**src/rtl/spi_fifo_core.sv**
```systemverilog
// spi_fifo_core: MMIO SPI master with W-bit frames, TX/RX FIFOs and optional auto slave-select.
// Define SPI_LOOPBACK_EN to add the ctrl[24] internal mosi->miso loopback path.
module spi_fifo_core #(
    parameter int S      = 2,
    parameter int W      = 8,
    parameter int ADDR_W = 3
) (
    input  logic         clk,
    input  logic         reset,
    input  logic         cs,
    input  logic         read,
    input  logic         write,
    input  logic [4:0]   addr,
    input  logic [31:0]  wr_data,
    output logic [31:0]  rd_data,
    output logic         spi_clk,
    output logic         spi_mosi,
    input  logic         spi_miso,
    output logic [S-1:0] spi_ss_n
);
    localparam int DEPTH = 2 ** ADDR_W;
    localparam int BW    = $clog2(W);

    typedef enum logic [1:0] {IDLE, LEAD, P0, P1} state_t;
    state_t state;

    logic [15:0]  dvsr;
    logic         cpol, cpha, auto_ss, lb;
    logic [3:0]   ss_sel;
    logic [S-1:0] ss_n_reg;

    logic [W-1:0]  tx_mem [DEPTH];
    logic [W-1:0]  rx_mem [DEPTH];
    logic [ADDR_W:0] tx_wp, tx_rp, rx_wp, rx_rp;
    logic tx_empty, tx_full, rx_empty, rx_full, overrun;
    logic [W-1:0] tx_head, rx_head;

    logic [15:0]   cnt, dvsr_l;
    logic          cpol_l, cpha_l, hp_done, last_bit, miso_in;
    logic [BW-1:0] bit_cnt;
    logic [W-1:0]  tx_sh, rx_sh;

    logic wr_ss, tx_push_req, wr_ctrl, wr_cmd, rx_pop;
    logic tx_pop, tx_push, rx_push, rx_write;
    logic unused_bits;

    assign wr_ss       = cs && write && addr[2:0] == 3'd1;
    assign tx_push_req = cs && write && addr[2:0] == 3'd2;
    assign wr_ctrl     = cs && write && addr[2:0] == 3'd3;
    assign wr_cmd      = cs && write && addr[2:0] == 3'd4;
    assign rx_pop      = cs && read && addr[2:0] == 3'd0 && !rx_empty;
    assign unused_bits = ^{addr, wr_data};

    assign tx_empty = tx_wp == tx_rp;
    assign tx_full  = (tx_wp[ADDR_W] != tx_rp[ADDR_W]) && (tx_wp[ADDR_W-1:0] == tx_rp[ADDR_W-1:0]);
    assign rx_empty = rx_wp == rx_rp;
    assign rx_full  = (rx_wp[ADDR_W] != rx_rp[ADDR_W]) && (rx_wp[ADDR_W-1:0] == rx_rp[ADDR_W-1:0]);
    assign tx_head  = tx_mem[tx_rp[ADDR_W-1:0]];
    assign rx_head  = rx_mem[rx_rp[ADDR_W-1:0]];

    assign hp_done  = cnt == dvsr_l;
    assign last_bit = bit_cnt == BW'(W - 1);
    assign rx_push  = state == P1 && hp_done && last_bit;
    assign tx_pop   = !tx_empty && (state == IDLE || rx_push);
    // A full FIFO still accepts a push when the same cycle frees a slot.
    assign tx_push  = tx_push_req && (!tx_full || tx_pop);
    assign rx_write = rx_push && (!rx_full || rx_pop);

`ifdef SPI_LOOPBACK_EN
    assign miso_in = lb ? spi_mosi : spi_miso;
`else
    assign lb      = 1'b0;
    assign miso_in = spi_miso;
`endif

    always_ff @(posedge clk or posedge reset) begin
        if (reset) begin
            dvsr     <= 16'h0200;
            cpol     <= 1'b0;
            cpha     <= 1'b0;
            auto_ss  <= 1'b0;
            ss_sel   <= '0;
            ss_n_reg <= '1;
`ifdef SPI_LOOPBACK_EN
            lb       <= 1'b0;
`endif
        end else begin
            if (wr_ctrl) begin
                dvsr    <= wr_data[15:0];
                cpol    <= wr_data[16];
                cpha    <= wr_data[17];
                auto_ss <= wr_data[18];
                ss_sel  <= wr_data[23:20];
`ifdef SPI_LOOPBACK_EN
                lb      <= wr_data[24];
`endif
            end
            if (wr_ss)
                ss_n_reg <= wr_data[S-1:0];
        end
    end

    always_ff @(posedge clk) begin
        if (tx_push)
            tx_mem[tx_wp[ADDR_W-1:0]] <= wr_data[W-1:0];
        if (rx_write)
            rx_mem[rx_wp[ADDR_W-1:0]] <= rx_sh;
    end

    always_ff @(posedge clk or posedge reset) begin
        if (reset) begin
            tx_wp   <= '0;
            tx_rp   <= '0;
            rx_wp   <= '0;
            rx_rp   <= '0;
            overrun <= 1'b0;
        end else begin
            if (wr_cmd && wr_data[0]) begin
                tx_wp <= '0;
                tx_rp <= '0;
            end else begin
                if (tx_push) tx_wp <= tx_wp + 1'b1;
                if (tx_pop)  tx_rp <= tx_rp + 1'b1;
            end
            if (wr_cmd && wr_data[1]) begin
                rx_wp <= '0;
                rx_rp <= '0;
            end else begin
                if (rx_write) rx_wp <= rx_wp + 1'b1;
                if (rx_pop)   rx_rp <= rx_rp + 1'b1;
            end
            if (wr_cmd && wr_data[2])
                overrun <= 1'b0;
            else if (rx_push && rx_full && !rx_pop)
                overrun <= 1'b1;
        end
    end

    always_ff @(posedge clk or posedge reset) begin
        if (reset) begin
            state    <= IDLE;
            cnt      <= '0;
            dvsr_l   <= '0;
            cpol_l   <= 1'b0;
            cpha_l   <= 1'b0;
            bit_cnt  <= '0;
            tx_sh    <= '0;
            rx_sh    <= '0;
            spi_mosi <= 1'b0;
            spi_clk  <= 1'b0;
        end else begin
            case (state)
                IDLE: begin
                    spi_clk <= cpol;
                    if (!tx_empty) begin
                        tx_sh    <= tx_head;
                        dvsr_l   <= dvsr;
                        cpol_l   <= cpol;
                        cpha_l   <= cpha;
                        spi_mosi <= tx_head[W-1];
                        cnt      <= '0;
                        bit_cnt  <= '0;
                        state    <= LEAD;
                    end
                end
                LEAD: begin
                    if (hp_done) begin
                        cnt     <= '0;
                        spi_clk <= cpol_l ^ cpha_l;
                        state   <= P0;
                    end else
                        cnt <= cnt + 16'd1;
                end
                P0: begin
                    if (hp_done) begin
                        cnt     <= '0;
                        rx_sh   <= {rx_sh[W-2:0], miso_in};
                        spi_clk <= cpol_l ^ ~cpha_l;
                        state   <= P1;
                    end else
                        cnt <= cnt + 16'd1;
                end
                P1: begin
                    if (!hp_done)
                        cnt <= cnt + 16'd1;
                    else begin
                        cnt <= '0;
                        if (!last_bit) begin
                            tx_sh    <= tx_sh << 1;
                            spi_mosi <= tx_sh[W-2];
                            bit_cnt  <= bit_cnt + 1'b1;
                            spi_clk  <= cpol_l ^ cpha_l;
                            state    <= P0;
                        end else if (!tx_empty) begin
                            // Next frame skips LEAD, so its timing/mode is latched here.
                            tx_sh    <= tx_head;
                            dvsr_l   <= dvsr;
                            cpol_l   <= cpol;
                            cpha_l   <= cpha;
                            spi_mosi <= tx_head[W-1];
                            bit_cnt  <= '0;
                            spi_clk  <= cpol ^ cpha;
                            state    <= P0;
                        end else begin
                            spi_clk <= cpol;
                            state   <= IDLE;
                        end
                    end
                end
                default: state <= IDLE;
            endcase
        end
    end

    always_comb begin
        spi_ss_n = '1;
        if (!auto_ss)
            spi_ss_n = ss_n_reg;
        else if (state != IDLE) begin
            for (int unsigned i = 0; i < S; i++)
                if (ss_sel == i[3:0]) spi_ss_n[i] = 1'b0;
        end
    end

    always_comb begin
        rd_data = '0;
        case (addr[2:0])
            3'd0: begin
                rd_data[16]    = rx_empty;
                rd_data[W-1:0] = rx_head;
            end
            3'd1: rd_data[5:0] = {overrun, rx_empty, rx_full, tx_empty, tx_full, state != IDLE};
            3'd3: rd_data = {7'b0, lb, ss_sel, 1'b0, auto_ss, cpha, cpol, dvsr};
            default: rd_data = '0;
        endcase
    end
endmodule
```
**config.mk**
```make
export PLATFORM = sky130hd
export DESIGN_NAME = spi_fifo_core
export DESIGN_NICKNAME = d
export VERILOG_FILES = /design/src/rtl/spi_fifo_core.sv
export SDC_FILE = /design/constraint.sdc
export NUM_CORES = 1
export LEC_CHECK = 0
export CORE_MARGIN = 3
export CORE_UTILIZATION = 58
export CTS_CLUSTER_SIZE = 40
export DETAILED_ROUTE_END_ITERATION = 8
export PLACE_DENSITY = 0.79
export SKIP_CTS_REPAIR_TIMING = 1
export SYNTH_ARGS = -nofsm -noshare
export SYNTH_HDL_FRONTEND = slang
export SYNTH_SLANG_ARGS = --single-unit
```
**constraint.sdc**
```tcl
create_clock -name clk -period 4.7 [get_ports clk]
set_clock_uncertainty 0.2 [all_clocks]
set_input_delay 0.94 -clock clk [delete_from_list [all_inputs] [get_ports clk]]
set_output_delay 0.94 -clock clk [all_outputs]
set_load 0.02 [all_outputs]
```
# --- Word-level counts from Yosys, hierarchy flattened ---
# Memory sizes are Yosys's and may differ from the RTL's.
# Cells that the tools add are included.
totals:
  ram_bits: 128
  output_inout_bits: 36
  register_bits: 99
  n_memories: 2
  in_bits: 43
mem_list:
  columns: ["memory", "words", "word_bits", "read_ports", "rd_clocked_by_memory_dff", "wr", "line", "source"]
  rows:
  - ["rx_mem", 8, 8, 1, 0, 1, "33", "logic [W-1:0] rx_mem [DEPTH];"]
  - ["tx_mem", 8, 8, 1, 0, 1, "32", "logic [W-1:0] tx_mem [DEPTH];"]
op_classes:
  bitwise_logic: 4
  n_addsub: 6
  eq_ne: 21
  n_mux: 63
  n_reduce_logical: 44
op_table:
  columns: ["cell", "count"]
  rows:
  - ["two-way mux 16 bit", 5]
  - ["case mux 16 bit (2 select lines)", 2]
  - ["two-way mux 4 bit", 8]
  - ["two-way mux 8 bit", 4]
  - ["two-way mux 1 bit", 22]
  - ["logical AND 1 bit", 20]
  - ["case mux 6 bit (3 select lines)", 1]
  - ["adder 16 x 1 -> 16 bit (second input constant)", 1]
  - ["adder 4 x 1 -> 4 bit (second input constant)", 4]
  - ["equality test 16 bit", 1]
  - ["two-way mux 2 bit", 8]
  - ["case mux 8 bit (2 select lines)", 1]
  - ["nonzero test 2 bit", 7]
  - ["inequality test 2 bit (second input constant)", 5]
  - ["two-way mux 3 bit", 3]
  - ["equality test 4 bit", 2]
  - ["case mux 1 bit (2 select lines)", 4]
  - ["case mux 2 bit (4 select lines)", 1]
  - ["two-way mux 7 bit", 1]
  - ["equality test 3 x 2 -> 1 bit (second input constant)", 2]
  - ["equality test 3 bit", 2]
  - ["equality test 3 bit (second input constant)", 2]
  - ["case mux 3 bit (2 select lines)", 1]
  - ["AND reduction 3 bit", 2]
  - ["18 further kinds", 29]

# --- Depth between registers and ports, before layout ---
depth:
  depth_word: 9
  depth_mapped: 7
  depth_no_buf: 7

# --- Worst setup path after synthesis ---
# OpenSTA, ideal clock, no wires.
synth_timing:
  path_kind: "input to register"
  startpoint: "in addr[2]"
  endpoint: "mem tx_mem[1][0] (enable)"
  slack_ps: 1232
  stages: 4
  setup_ps: 398
  arrival_ps: 2870
  t_required_ps: 4102
  path_buffers: 1
  path_cell_list: "clkbuf_1 > nor4b_1 > nand2_1 > nor4b_1"
synth_between:
  elab_chain_len: 5
synth_rtl:
  columns: ["item", "line", "source"]
  rows:
  - ["start: declaration", "13", "input logic [4:0] addr,"]
  - ["equality test 3 x 2 -> 1 bit", "48", "assign tx_push_req = cs && write && addr[2:0] == 3'd2;"]
  - ["logical AND 1 bit", "48", null]
  - ["logical AND 1 bit", "66", "assign tx_push = tx_push_req && (!tx_full || tx_pop);"]
  - ["two-way mux 1 bit", "104", "if (tx_push)"]
  - ["two-way mux 1 bit (not written as such)", "105", "tx_mem[tx_wp[ADDR_W-1:0]] <= wr_data[W-1:0];"]
  - ["end: declaration", "32", null]
# No other way between the ends.

# --- Worst setup path after layout ---
layout_timing:
  startpoint: "in addr[1]"
  endpoint: "out rd_data[1]"
layout_between:
  elab_chain_len: 2
  word_cells_on_any_way: 4
  classes_between: "2 x eq/ne; 1 x mux; 1 x reduce/logical"
layout_rtl:
  columns: ["item", "line", "source"]
  rows:
  - ["equality test 3 x 2 -> 1 bit (tied with other cells)", "227", "case (addr[2:0])"]
  - ["case mux 6 bit (3 select lines) *", "227", null]
  - ["end: declaration", "15", "output logic [31:0] rd_data,"]
# Every way passes the cells marked *; elsewhere a longest branch is shown, timed or not.

==> key figures <==
Power
  • Sw Share: 0.289
  • Clock Power Share: 0.318
  • Final Power: between 5 and 6 mW
  • Power share of the sequential group: 0.457
  • Pwr per Cell Area: slightly above 500 nW/um2
  • Combinational Power Share: 0.225
  • Static Leak: about 4.5 nW
  • Maximum vdd drop: 0.400 mV
  • Internal cell power: between 4 and 5 mW
  • Switching pwr: about 1.7 mW

Floorplan
  • Num rows: between 40 and 50
  • DIE HEIGHT: ~140 um
  • Core Region: between 15000 and 20000 um2
  • IO Count: 79
  • Horiz. Die Dim: around 140 um
  • Full die area: around 19000 um2
  • Starting density of the core: 0.597

Critical path
  • Data arrival, critical path: about 3.2 ns
  • Crit-path max FO: 16
  • Startpoint Class: input pin
  • WP data required: 3.56 ns
  • CP Class: in2out
  • Worst Setup End Kind: output pin

Routing
  • Average vias per placed instance: between 6 and 7
  • TritonRoute pass-1 iters: 5
  • DR WL/cell: between 20 and 25 um
  • Post-DRT Antenna Nets: 0
  • Final WL: 21.5 mm
  • Vias after detailed routing: slightly above 6000
  • Initial detailed-routing violation count: between 400 and 500
  • Drt drc: 0

Logic synthesis
  • Simple-gate share of the synthesized area: 0.0913
  • Gate count of the mapped netlist: between 600 and 700
  • Synth top cells by count: edfxtp_1, dfrtp_1, nor2_1, mux2_1, nand2_1
  • Main combinational cell family by area after synthesis: multiplexers
  • Synth Register Bits: approximately 230
  • Synth Flop Type: edfxtp_1
  • Top cell type's share of synthesized area: 0.384
  • Number of synthesized flops with an enable pin: around 130
  • Average cell area after synthesis: about 15 um2
  • Yosys top cell by area: edfxtp_1
  • Sequential fraction of the synthesis area: 0.630
  • Complex-gate fraction of the synthesized area: 0.0580
  • Adder-Cell Fraction of Synth Area: 0.00875
  • Area contributors post-synth: edfxtp_1, dfrtp_1, mux4_2
  • Yosys cell types: 63
  • Synth async-reset ratio: 0.434
  • Most frequent cell after synthesis: edfxtp_1
  • Post-Synth XOR/XNOR Area: 0.0298
  • Mux cell area share after synthesis: 0.157
  • Yosys warns: 0
  • Cell Area, Synth: 10000 um2

Outcome
  • Outcome: completed

Timing
  • Final TNS setup: 0 ns
  • Final Slew Violations: 0
  • Max_slew headroom: 0.332
  • RSZ-0062 raised after global routing: no
  • Worst-margin pin slew: a little under 1 ns
  • Final hold violation count: 0
  • Min cycle time layout: between 4 and 5 ns
  • Final setup violation count: 0
  • Fmax: ~0.23 GHz
  • Part of the cycle the worst path needs: 0.925

Global routing
  • Total Routing Usage GR: 0.236
  • GRT overflow: 0
  • Largest net degree at the start of global routing: roughly 60
  • First-pass GRT wire length: ~34 mm
  • Number of global-route vias before repair: roughly 6200
  • Initial antenna violation count: 0

Final layout
  • # fillers: roughly 1100
  • ANT cells: 0
  • Layout cell share with drive strength beyond 1: 0.176
  • Core Util, Final: 0.696
  • Final #Nets: between 800 and 900
  • Area Growth Syn to Fin: 16.6%

CTS
  • CTS HTree Levels: 1
  • Reg clk slew, reported paths: approximately 0.060 ns
  • CTS tree: built
  • Root Buffer: clkbuf_16
  • Clk sinks: about 230
  • Clk Latency, worst-skew pair: 0.50 ns
  • Num CTS Buffers: 23
  • Clock Path Buffers: 3

Place
  • Global placement routability congestion: 0.814
  • IO Port Bufs: 58
  • Post-DP HPWL: 14.4 mm

Worst hold path
  • HP Class: reg2reg

Run
  • Max cap viols: 0
## metrics by stage
step	std cells	instance area, um2	hold slack [ns]	worst slack (ns)
final	991	11700	0.319	0.353
after floorplan	683	10000	0.265	1.00
after CTS	991	11700	0.320	0.424
after global placement	950	10900	0.287	0.517
after global routing	991	11700	0.332	0.192
after detailed placement	950	10900	0.307	0.454
## kinds of logic after synthesis
logic type / after synthesis
flops: 226
simple gates: 165
mux: 106
compound gates: 85
buf+inv: 51
xor+xnor: 34
fa+ha+maj: 7
other cells: 1
## worst paths after layout
kind / start / endpoint / slack [ns] / cells past startpoint
worst min-delay path: dvsr[8] / dvsr[8] / 0.32 / 1
min in group asynchronous: reset / dvsr[14] / 0.73 / 2
worst max-delay path: addr[1] / rd_data[1] / 0.35 / 5
worst min register to register: dvsr[8] / dvsr[8] / 0.32 / 1
max in group asynchronous: reset / dvsr[9] / 2.74 / 3
worst max register to register: cnt[8] / tx_mem[4][2] / 1.80 / 7
## cells in the final DEF (no fill, tap or decap), types with 15 or more instances in the layout
cell type,count
xor2_1,27
mux4_2,32
o21ai_1,18
mux2_2,18
nand2_1,33
clkdlybuf4s50_1,58
and2_1,16
dfrtp_1,95
edfxtp_1,128
a21oi_1,15
buf_4,25
mux2_1,35
nor2_1,38
clkbuf_16,23
## layout make-up
type                            instances  area [um2]  area share
Multi-Input combinational cell        406        3500       0.300
Clock buffer                           31         616      0.0528
Timing Repair Buffer                   83         768      0.0659
Clock inverter                         10         151      0.0130
Tap cell                              220         275      0.0236
Inverter                               15        58.8     0.00504
Sequential cell                       226        6300       0.540
## worst max-delay path: stages
cell and delay (ns):
clkdlybuf4s50_1 0.73, nor2_1 0.53, a22oi_1 0.19, nor2_1 0.18
clkdlybuf4s50_1 0.63
## routing by layer
metal / up-vias / part of all wire / GRT usage
met5: - / 0 / 0
met4: 0 / 0.032 / 0.0798
met3: 48 / 0.066 / 0.0398
met2: 243 / 0.50 / 0.399
met1: 3060 / 0.40 / 0.314
li1: 2717 / - / -
## power groups by stage
stage / Sequential, mW / Combinational, mW / Clock [mW]
after floorplan: 2.61 / 1.02 / 0
after global placement: 2.69 / 1.25 / 0
after detailed placement: 2.72 / 1.31 / 0
after CTS: 2.68 / 1.33 / 1.89
after global routing: 2.72 / 1.45 / 1.96
final: 2.69 / 1.32 / 1.86
(Power assumes the default switching activity.)
